File: src/rtl/bus_demux1x2.sv
// Single-master to two-slave data-bus demultiplexer for the memory stage.
// Routes one load/store by address to data memory (s0) or MMIO (s1), with a per-transaction timeout.
module bus_demux1x2 #(
   parameter int unsigned   AW      = 32,
   parameter int unsigned   DW      = 32,
   parameter logic [AW-1:0] IO_BASE = AW'(32'hFFFF_0000),
   parameter int unsigned   TIMEOUT = 16
) (
   input  logic          clk,
   input  logic          rst_n,
   // master side
   input  logic          m_req,
   input  logic          m_we,
   input  logic [AW-1:0] m_addr,
   input  logic [DW-1:0] m_wdata,
   output logic [DW-1:0] m_rdata,
   output logic          m_ack,
   output logic          m_err,
   // slave 0: data memory
   output logic          s0_req,
   output logic          s0_we,
   output logic [AW-1:0] s0_addr,
   output logic [DW-1:0] s0_wdata,
   input  logic [DW-1:0] s0_rdata,
   input  logic          s0_ack,
   // slave 1: memory-mapped I/O
   output logic          s1_req,
   output logic          s1_we,
   output logic [AW-1:0] s1_addr,
   output logic [DW-1:0] s1_wdata,
   input  logic [DW-1:0] s1_rdata,
   input  logic          s1_ack
);

   localparam int unsigned   CW      = 8;
   localparam logic [CW-1:0] CNT_MAX = '1;
   localparam logic [CW-1:0] TO_LAST = CW'(TIMEOUT - 1);

   typedef enum logic [1:0] {
      IDLE  = 2'd0,
      BUSY0 = 2'd1,
      BUSY1 = 2'd2,
      RESP  = 2'd3
   } state_e;

   typedef struct packed {
      logic          we;
      logic [AW-1:0] addr;
      logic [DW-1:0] wdata;
   } req_t;

   state_e        state_q, state_d;
   req_t          req_q, req_d;
   logic [CW-1:0] cnt_q, cnt_d;
   logic          s0_req_q, s0_req_d;
   logic          s1_req_q, s1_req_d;
   logic          m_ack_q, m_ack_d;
   logic          m_err_q, m_err_d;
   logic [DW-1:0] m_rdata_q, m_rdata_d;

   // Ack/data of the slave currently being served; the other slave is never looked at.
   logic          sel_ack_c;
   logic [DW-1:0] sel_rdata_c;

   assign sel_ack_c   = (state_q == BUSY1) ? s1_ack   : s0_ack;
   assign sel_rdata_c = (state_q == BUSY1) ? s1_rdata : s0_rdata;

   // Next-state and registered-output logic.
   always_comb begin
      state_d   = state_q;
      req_d     = req_q;
      cnt_d     = cnt_q;
      s0_req_d  = 1'b0;
      s1_req_d  = 1'b0;
      m_ack_d   = 1'b0;
      m_err_d   = 1'b0;
      m_rdata_d = m_rdata_q;

      unique case (state_q)
         IDLE: begin
            if (m_req) begin
               req_d.we    = m_we;
               req_d.addr  = m_addr;
               req_d.wdata = m_wdata;
               cnt_d       = '0;
               if (m_addr >= IO_BASE) begin
                  state_d  = BUSY1;
                  s1_req_d = 1'b1;
               end else begin
                  state_d  = BUSY0;
                  s0_req_d = 1'b1;
               end
            end
         end

         BUSY0, BUSY1: begin
            if (sel_ack_c) begin
               // Ack beats a timeout landing in the same cycle.
               m_rdata_d = sel_rdata_c;
               m_ack_d   = 1'b1;
               state_d   = RESP;
            end else if (cnt_q == TO_LAST) begin
               m_rdata_d = '0;
               m_err_d   = 1'b1;
               m_ack_d   = 1'b1;
               state_d   = RESP;
            end else begin
               cnt_d    = (cnt_q == CNT_MAX) ? cnt_q : cnt_q + CW'(1);
               s0_req_d = (state_q == BUSY0);
               s1_req_d = (state_q == BUSY1);
            end
         end

         RESP: begin
            state_d = IDLE;
         end

         default: begin
            state_d = IDLE;
         end
      endcase
   end

   always_ff @(posedge clk or negedge rst_n) begin
      if (!rst_n) begin
         state_q   <= IDLE;
         req_q     <= '0;
         cnt_q     <= '0;
         s0_req_q  <= 1'b0;
         s1_req_q  <= 1'b0;
         m_ack_q   <= 1'b0;
         m_err_q   <= 1'b0;
         m_rdata_q <= '0;
      end else begin
         state_q   <= state_d;
         req_q     <= req_d;
         cnt_q     <= cnt_d;
         s0_req_q  <= s0_req_d;
         s1_req_q  <= s1_req_d;
         m_ack_q   <= m_ack_d;
         m_err_q   <= m_err_d;
         m_rdata_q <= m_rdata_d;
      end
   end

   // Both slaves see the latched request; only req is steered.
   assign s0_req   = s0_req_q;
   assign s1_req   = s1_req_q;
   assign s0_we    = req_q.we;
   assign s1_we    = req_q.we;
   assign s0_addr  = req_q.addr;
   assign s1_addr  = req_q.addr;
   assign s0_wdata = req_q.wdata;
   assign s1_wdata = req_q.wdata;
   assign m_ack    = m_ack_q;
   assign m_err    = m_err_q;
   assign m_rdata  = m_rdata_q;

endmodule

File: config.mk
export PLATFORM = sky130hd
export DESIGN_NAME = bus_demux1x2
export DESIGN_NICKNAME = d
export VERILOG_FILES = /design/src/rtl/bus_demux1x2.sv
export SDC_FILE = /design/constraint.sdc
export NUM_CORES = 1
export LEC_CHECK = 0
export BUFFER_PORTS_ARGS = -buffer_cell sky130_fd_sc_hd__buf_2
export CAP_MARGIN = 20
export CORE_MARGIN = 2
export CORE_UTILIZATION = 35
export CTS_CLUSTER_DIAMETER = 120
export CTS_CLUSTER_SIZE = 16
export DETAILED_ROUTE_END_ITERATION = 10
export PLACE_DENSITY = 0.74
export SLEW_MARGIN = 20
export SYNTH_ARGS = -nofsm -noshare
export SYNTH_HDL_FRONTEND = slang
export SYNTH_SLANG_ARGS = --single-unit
File: constraint.sdc
create_clock -name clk -period 1.9 [get_ports clk]
set_input_delay 0.38 -clock clk [delete_from_list [all_inputs] [get_ports clk]]
set_output_delay 0.38 -clock clk [all_outputs]
set_load 0.02 [all_outputs]
Word-level counts from Yosys, hierarchy flattened:

Cells that the tools add are included.

* reductions and logical operators: 8
* add/sub/neg operators: 1
* equal/unequal tests: 10
* multiplexer cells: 29
* $lt $le $gt $ge: 1

Operators by type and width (count)
* $mux W32: 3
* $ge A32 B32 Y1 const B: 1
* $mux W8: 4
* $pmux W8 S2: 1
* $mux W1: 14
* $add A8 B1 Y8 const B: 1
* $eq A8 B4 Y1 const B: 1
* $eq A8 B8 Y1 const B: 1
* $mux W2: 4
* $ne A2 B2 Y1 const B: 4
* $pmux W2 S3: 1
* $reduce_and A2 Y1: 3
* $reduce_and A5 Y1: 1
* $eq A2 B2 Y1 const B: 2
* $pmux W1 S2: 2
* $reduce_bool A2 Y1: 2
* $ne A3 B3 Y1 const B: 1
* $eq A2 B1 Y1 const B: 1
* $logic_not A2 Y1: 1
* $reduce_or A2 Y1: 1

* word-level logic and storage cells: 59
* bits of input ports: 134
* output and inout port bits: 166
* bits in registers: 111

Depth between registers and ports, before layout:

Gate-level depths: netlist of the first run.

* depth after elaboration: 5
* gate-level depth with buffers: 8
* mapped depth without buffers: 6

Least setup slack after synthesis of the first run:

No wires, ideal clock.

* path type: register -> register
* start: reg state_q[0]
* end: reg cnt_q[2]
* period minus slack after synthesis: 1.984 ns
* arrival time: 1.860 ns
* path buffers: 1
* required time: 1.776 ns
* path slack: -0.084 ns
* library setup time: 0.124 ns
* cell stages (with the launch flop): 8
* cells stage by stage: dfrtp_1 -> inv_1 -> ha_1 -> buf_2 -> mux2i_4 -> o21ai_2 -> or2_2 -> a211o_1

* word-level cells in the longest chain between the ends: 4
* elaborated cells between the ends (all ways): 12

RTL lines
* start: declaration: line 52 `state_e state_q, state_d;`
* start signal: assignment: line 135 `state_q <= state_d;`
* $eq A2 B2 Y1 / $eq A2 B1 Y1 (equally long branches): line 65, 79
* $reduce_or A2 Y1 / $mux W1 (equally long branches): line 79, 65
* $ne A2 B2 Y1 (no source line) / $reduce_bool A2 Y1 (equally long branches)
* $reduce_and A5 Y1 (no source line)
* end signal: assignment: line 137 `cnt_q <= cnt_d;`
* end: declaration: line 54 `logic [CW-1:0] cnt_q, cnt_d;`

Parallel ways exist; a longest one is shown, timed or not.
A chain may end at the register's enable or synchronous reset.

Worst setup path in the final report of the first run:

* start: reg state_q[0]
* end: reg cnt_q[3]

Same word-level chain as after synthesis.

==> flow_metrics.tcl, run 1 <==
set metrics [dict create \
    status "completed" \
    vdd_drop_max_v 0.000992 \
    hpwl_um 9980 \
    path_clk_slew_ns 0.08 \
    power_switching_mw 6.19 \
    grt_pass1_vias 3975 \
    drc 0 \
    syn_inst 407 \
    p_leak_nw 3.47 \
    p_comb_share_pct 54.8 \
    wirelength_um 13100 \
    port_buffers 299 \
    finalCriticalPeriod_ns 1.80 \
    setup_viol 0 \
    grt_pass1_wl_um 20100 \
    p_int_mw 7.66 \
    synthArstFlopShare_pct 100 \
    gp_congestion 0.879 \
    syn-cell-area_mm2 0.00525 \
    pin_count 300 \
    fin_cells 838 \
    synth_flop_cell "dfrtp_1" \
    worstPathArrival_ns 2.09 \
    cts_sinks 111 \
    yosysWarnings 0 \
    drt_iter0_drc 97 \
    synth_edf_count 0 \
    die_area_mm2 0.0160 \
    drive_gt1_share_pct 62.8 \
    start_kind "flip-flop" \
    synth-seq-area-share_pct 52.9 \
    core_area_mm2 0.0146 \
    floorplan.initialDensity_pct 36.0 \
    fp.dieW_um 126 \
    slew_headroom_pct 60.7 \
    final_max_slew_viol_count 0 \
    cap_violations 0 \
    synth.distinct_cells 38 \
    cts_tree "built" \
    hold_viol_final 0 \
    place_inst 820 \
    overflow 0 \
    synth_nets 547 \
    area_growth_pct 32.1 \
    fin_nets 789 \
    grt_max_degree 112 \
    cts-root-buf "clkbuf_16" \
    synth-seq-cells 111 \
    crit_type "flip-flop to flip-flop" \
    routed_via_density 4.78 \
    postRouteAntennaNets 0 \
    wl_per_cell_um 15.6 \
    clockPowerShare_pct 14.1 \
    required_ns 2.18 \
    min_path_type "primary input to asynchronous set/reset pin" \
    clk_latency_ns 0.35 \
    die-height_um 126 \
    switching_share_pct 44.7 \
    crit_path_end_kind "flip-flop" \
    power_density_mw_per_mm2 2000 \
    period_share_pct 94.9 \
    clockBufferDepth 2 \
    cts_hold_buf 0 \
    firstDrtPassIters 4 \
    row_count 44 \
    grt_antenna_before_repair 1 \
    diodes 0 \
    num_vias 4003 \
    cts_max_level 3 \
    numCtsBuffers 9 \
    synth_area_per_cell_um2 12.9 \
    skew_ns 0.00810 \
    tightest_slew_ns 0.590 \
    max_freq_mhz 554 \
    grt.total_usage_pct 15.8 \
    seqPwrFrac_pct 31.2 \
    utilization_pct 47.5 \
    worstPathMaxFanout 6 \
]
sequential cells by signal (all words and copies together), names as in the netlist:
name	cells
s0_we	1
state_q	2
s1_req	1
cnt_q	8
m_rdata	32
s0_addr	32
s0_wdata	32
m_err	1
s0_req	1
m_ack	1
critical path: stages (launching register included):
cell and delay [ns]:
dfrtp_1 0.39, inv_2 0.12, ha_4 0.17, mux2i_4 0.32
o211ai_4 0.14, or4_1 0.51, o21ai_1 0.08
synthesized netlist by cell type (2+ instances only):
master | number | share of area (%)
buf_2 | 8 | 0.76
dfrtp_1 | 111 | 53
nand4_1 | 7 | 0.83
nor3_1 | 3 | 0.29
mux2i_1 | 34 | 6.5
o2bb2ai_1 | 32 | 5.3
mux2_2 | 66 | 14
o21ai_2 | 2 | 0.33
buf_4 | 65 | 9.3
nand2_1 | 8 | 0.57
ha_1 | 6 | 1.4
a22o_1 | 2 | 0.33
o21ai_0 | 10 | 0.95
nor2_1 | 8 | 0.57
nand3_1 | 4 | 0.38
clkbuf_1 | 11 | 0.79
o221ai_1 | 2 | 0.33
inv_1 | 7 | 0.50
or2_2 | 2 | 0.24
final cells by class:
type / count / area (µm²)
clock inverter: 6 / 68.8
timing repair buffer: 315 / 1680
inverter: 7 / 26.3
tap: 184 / 230
fill: 1365 / 7660
sequential: 111 / 2780
clock buffer: 10 / 239
multi-input combinational: 205 / 1910
per-stage QoR:
step | instance area, µm² | TNS, ns | hold slack (ns) | power [mW] | setup WS, ns
after floorplan | 5260 | 0 | 0.0844 | 10.0 | 0.0330
after global placement | 6590 | 0 | 0.466 | 11.8 | 0.0905
after detailed placement | 6590 | 0 | 0.469 | 11.9 | 0.00990
after CTS | 6900 | 0 | 0.121 | 13.9 | 0.0217
after global routing | 6930 | -0.0122 | 0.145 | 14.7 | -0.0122
final | 6930 | 0 | 0.0818 | 13.9 | 0.0962
kinds of logic (layout without fill, tap and decap cells):
| logic type | after synthesis | in the layout | share of synthesized area, % |
|---|---|---|---|
| multiplexers | 102 | 102 | 21.4 |
| buffers and inverters | 91 | 338 | 11.3 |
| AND/OR/NAND/NOR | 39 | 39 | 3.86 |
| adder cells (fa/ha/maj) | 6 | 6 | 1.43 |
| AO/OA/AOI/OAI | 58 | 58 | 9.10 |
| flip-flops | 111 | 111 | 52.9 |
cell usage in the layout (no fill, tap or decap), types with 2 or more instances in the layout:
cell type / count
clkinv_4: 2
o2bb2ai_1: 32
mux2i_1: 34
o221ai_1: 2
o21ai_1: 2
nand4_1: 7
nand3_1: 4
buf_12: 5
ha_4: 2
mux2_2: 66
nand2_1: 7
nor3_1: 3
clkbuf_16: 9
inv_1: 6
ha_1: 4
dfrtp_1: 111
buf_2: 298
buf_4: 12
o21ai_2: 2
nor2_1: 7
o21ai_0: 8
a22o_1: 2
final timing paths:
check | slack (ns) | to | depth (start not counted) | startpoint
min in group clk | 0.25 | s0_wdata[16]$_DFFE_PN0P_ | 2 | m_wdata[16]
worst min-delay path | 0.08 | m_rdata[18]$_DFFE_PN0P_ | 2 | rst_n
worst min register to register | 0.48 | m_rdata[21]$_DFFE_PN0P_ | 1 | m_rdata[21]$_DFFE_PN0P_
max in group asynchronous | 1.35 | m_rdata[9]$_DFFE_PN0P_ | 2 | rst_n
worst max register to register | 0.1 | cnt_q[3]$_DFFE_PN0P_ | 6 | state_q[0]$_DFFE_PN0P_
worst max-delay path | 0.1 | cnt_q[3]$_DFFE_PN0P_ | 6 | state_q[0]$_DFFE_PN0P_
power by group through the flow:
stage	Combinational (mW)	Clock, mW	Sequential (mW)
floorplan	4.49	0	5.55
global placement	7.45	0	4.31
detailed placement	7.60	0	4.33
CTS	7.59	2.00	4.32
global route	8.11	2.11	4.48
finish	7.59	1.95	4.32
metal layers:
metal | global-route usage (%) | vias to the layer above | share of wire [%]
li1 | - | 1874 | -
met4 | 6.27 | 2 | 1.9
met2 | 26.9 | 209 | 49
met3 | 4.18 | 18 | 8.7
met5 | 0 | - | 0.10
met1 | 19.2 | 1900 | 41
repair_timing:
item / 4_1_cts / 5_1_grt
buffers inserted: 0 / 2
setup endpoints to repair: 0 / 13
resized for setup: 0 / 6
No activity file was read; power rests on OpenSTA's default activity.
==> run 2, diff against run 1 <==
Settings changed: ABC_AREA set to 1, CORE_UTILIZATION 35 to 40, PLACE_DENSITY 0.74 to 0.81, RECOVER_POWER set to 100.
==> run 2 against run 1 <==
Via count grew 18%. Critical endpoint is now cnt_q[7]$_DFFE_PN0P_. Largest power group unchanged. Sequential power shrank 2%. Critical path depth up 5. Clock skew fell by 0.00058 ns. Worst setup slack better by 0.070 ns. Total power is 11% lower. First-iteration DRC count rose to 2.9 times the previous value.
==> flow_metrics.tcl, run 2 <==
set metrics [dict create \
    status "completed" \
    synth_flop_cell "dfrtp_1" \
    required_ns 2.14 \
    yosys-top-cells-count "290 x nand2_1, 111 x dfrtp_1, 67 x buf_4, 32 x mux2i_1, 30 x o21ai_1" \
    pin_count 300 \
    drive_gt1_share_pct 19.5 \
    die_area_mm2 0.0143 \
    utilization_pct 50.4 \
    synth.distinct_cells 22 \
    hpwl_um 10400 \
    routed_via_density 4.58 \
    cp_slowest_stage_delay_ns 0.41 \
    clockBufferDepth 2 \
    floorplan.initialDensity_pct 40.7 \
    cts_max_level 3 \
    skew_ns 0.00752 \
    grt_use_met2_pct 33.3 \
    postPlaceCellArea_mm2 0.00654 \
    cap_violations 0 \
    gp_congestion 0.804 \
    grt_pass1_wl_um 21700 \
    final_common_cell "nand2_1" \
    min_path_type "primary input to flip-flop" \
    syn_inst 624 \
    die-height_um 120 \
    busiest_layer "met2" \
    diodes 0 \
    yosys.cell_count.top_type "nand2_1" \
    overflow 0 \
    slew_headroom_pct 53.9 \
    drt_iter0_drc 284 \
    cp_common_cell "nand2_1" \
    wl_per_cell_um 13.5 \
    worst_slack_ns 0.166 \
    worstPathArrival_ns 1.98 \
    syn-cell-area_mm2 0.00534 \
    synth_nets 764 \
    area_growth_pct 24.0 \
    final_max_slew_viol_count 0 \
    place_ws_ns 0.110 \
    grt.total_usage_pct 19.3 \
    fp.dieW_um 120 \
    start_kind "flip-flop" \
    slowest_stage "dfrtp_1" \
    final_area_mm2 0.00662 \
    row_count 42 \
    synthArstFlopShare_pct 100 \
    use_met3_pct 4.56 \
    ys_top_cells_by_area "dfrtp_1 52%, nand2_1 20%, buf_4 9.4%" \
    worstPathMaxFanout 35 \
    grt_pass1_vias 4388 \
    port_buffers 299 \
    synth-seq-area-share_pct 52.0 \
    num_vias 4722 \
    finalCriticalPeriod_ns 1.73 \
    fin_setup_tns_ns 0 \
    wirelength_um 13900 \
    cts-root-buf "clkbuf_16" \
    critPathTopFamily "simple AND/OR/NAND/NOR gates" \
    cts_sinks 111 \
    path_clk_slew_ns 0.07 \
    firstDrtPassIters 4 \
    yosysWarnings 0 \
    grt_antenna_before_repair 1 \
    vdd_drop_max_v 0.000753 \
    grt.met1_usage_pct 22.7 \
    synth_area_per_cell_um2 8.56 \
    grt_max_degree 108 \
    power_density_mw_per_mm2 1850 \
    synth_edf_count 0 \
    cts_tree "built" \
    fin_total_pwr_mw 12.3 \
    fin_nets 991 \
    layout_common_cells "289 x nand2_1, 168 x clkbuf_1, 132 x buf_2" \
    clk_latency_ns 0.35 \
    hold_viol_final 0 \
    crit_path_end_kind "flip-flop" \
    tightest_slew_ns 0.691 \
    crit_buf_inv 3 \
    numCtsBuffers 9 \
    drc 0 \
    rsz0062_at_grt "false" \
    crit_type "flip-flop to flip-flop" \
    max_freq_mhz 577 \
    core_area_mm2 0.0131 \
    cts_setup_buffers 0 \
    postRouteAntennaNets 0 \
    synth_top_area_cell "dfrtp_1" \
    period_share_pct 91.3 \
    setup_viol 0 \
    synth_top_area_share_pct 52.0 \
    crit_chain "inv_1 -> ha_2 -> inv_1 -> nand2_1 -> nand2_2 -> inv_2 -> nand2_2 -> nand2_8 -> nand2_4 -> nand2_1 -> nand2_1" \
    p_leak_nw 3.43 \
    synth-seq-cells 111 \
]
-- run 2: cell count changes after synthesis, moves of 4 or more --
cell	delta
o21ai_0	-6
o21ai_1	+30
nor2_1	+11
nand3_1	+5
nand2_1	+282
nand2_2	+4
clkbuf_1	-4
o2bb2ai_1	-32
inv_1	+9
mux2_2	-66
nand4_1	-7
-- run 2: final timing paths --
check,startpoint,endpoint,slack (ns),cells past startpoint
min in group asynchronous,rst_n,m_rdata[26]$_DFFE_PN0P_,0.43,2
worst min register to register,m_rdata[23]$_DFFE_PN0P_,m_rdata[23]$_DFFE_PN0P_,0.49,2
worst max register to register,state_q[0]$_DFFE_PN0P_,cnt_q[7]$_DFFE_PN0P_,0.17,11
worst min-delay path,m_wdata[27],s0_wdata[27]$_DFFE_PN0P_,0.22,3
worst max-delay path,state_q[0]$_DFFE_PN0P_,cnt_q[7]$_DFFE_PN0P_,0.17,11
max in group asynchronous,rst_n,m_rdata[9]$_DFFE_PN0P_,0.61,3
-- run 2: routing by layer --
| layer | vias up | wire, µm |
|---|---|---|
| li1 | 2321 | - |
| met1 | 2145 | 5620 |
| met2 | 230 | 6820 |
| met3 | 24 | 1110 |
| met4 | 2 | 348 |
| met5 | - | 13 |
-- run 2: repair_timing --
| action | in CTS | in global routing |
|---|---|---|
| hold endpoints to repair | 4 | 0 |
| hold buffers | 1 | 0 |
| endpoints found under the setup margin | 0 | 8 |
| gates resized for setup | 0 | 4 |
-- run 2: logic make-up after synthesis --
logic type / Yosys count / share of synthesized area, %
muxes: 32 / 5.99
adders and majority gates: 6 / 1.40
and+or+nand+nor: 326 / 23.7
DFF: 111 / 52.0
buffers and inverters: 109 / 13.0
AOI/OAI and AO/OA: 38 / 3.56
xor gates and xnor gates: 2 / 0.328
-- run 2: through the flow --
stage               hold WS (ns)  instances
floorplan                 0.0844        624
global placement           0.191       1015
detailed placement         0.191       1015
CTS                        0.201       1032
global route               0.209       1032
finish                     0.218       1032
-- run 2: tightest hold or removal path, cell delays in order --
cell and delay (ns):
buf_2 0.07, nand2_1 0.04, nand2_1 0.04
-- run 2: layout make-up --
cell class,count,area [µm²]
flip-flops and latches,111,2780
repair buffers,306,1380
well taps,176,220
multi-input cells,404,1900
fillers,1309,6510
clock inverters,5,33.8
clock buffers,11,243
inverters,19,71.3
-- run 2: power by group --
group,internal [mW],switching (mW)
Clock,0.924,0.854
Sequential,3.43,0.802
Combinational,1.73,4.52
Total,6.08,6.18
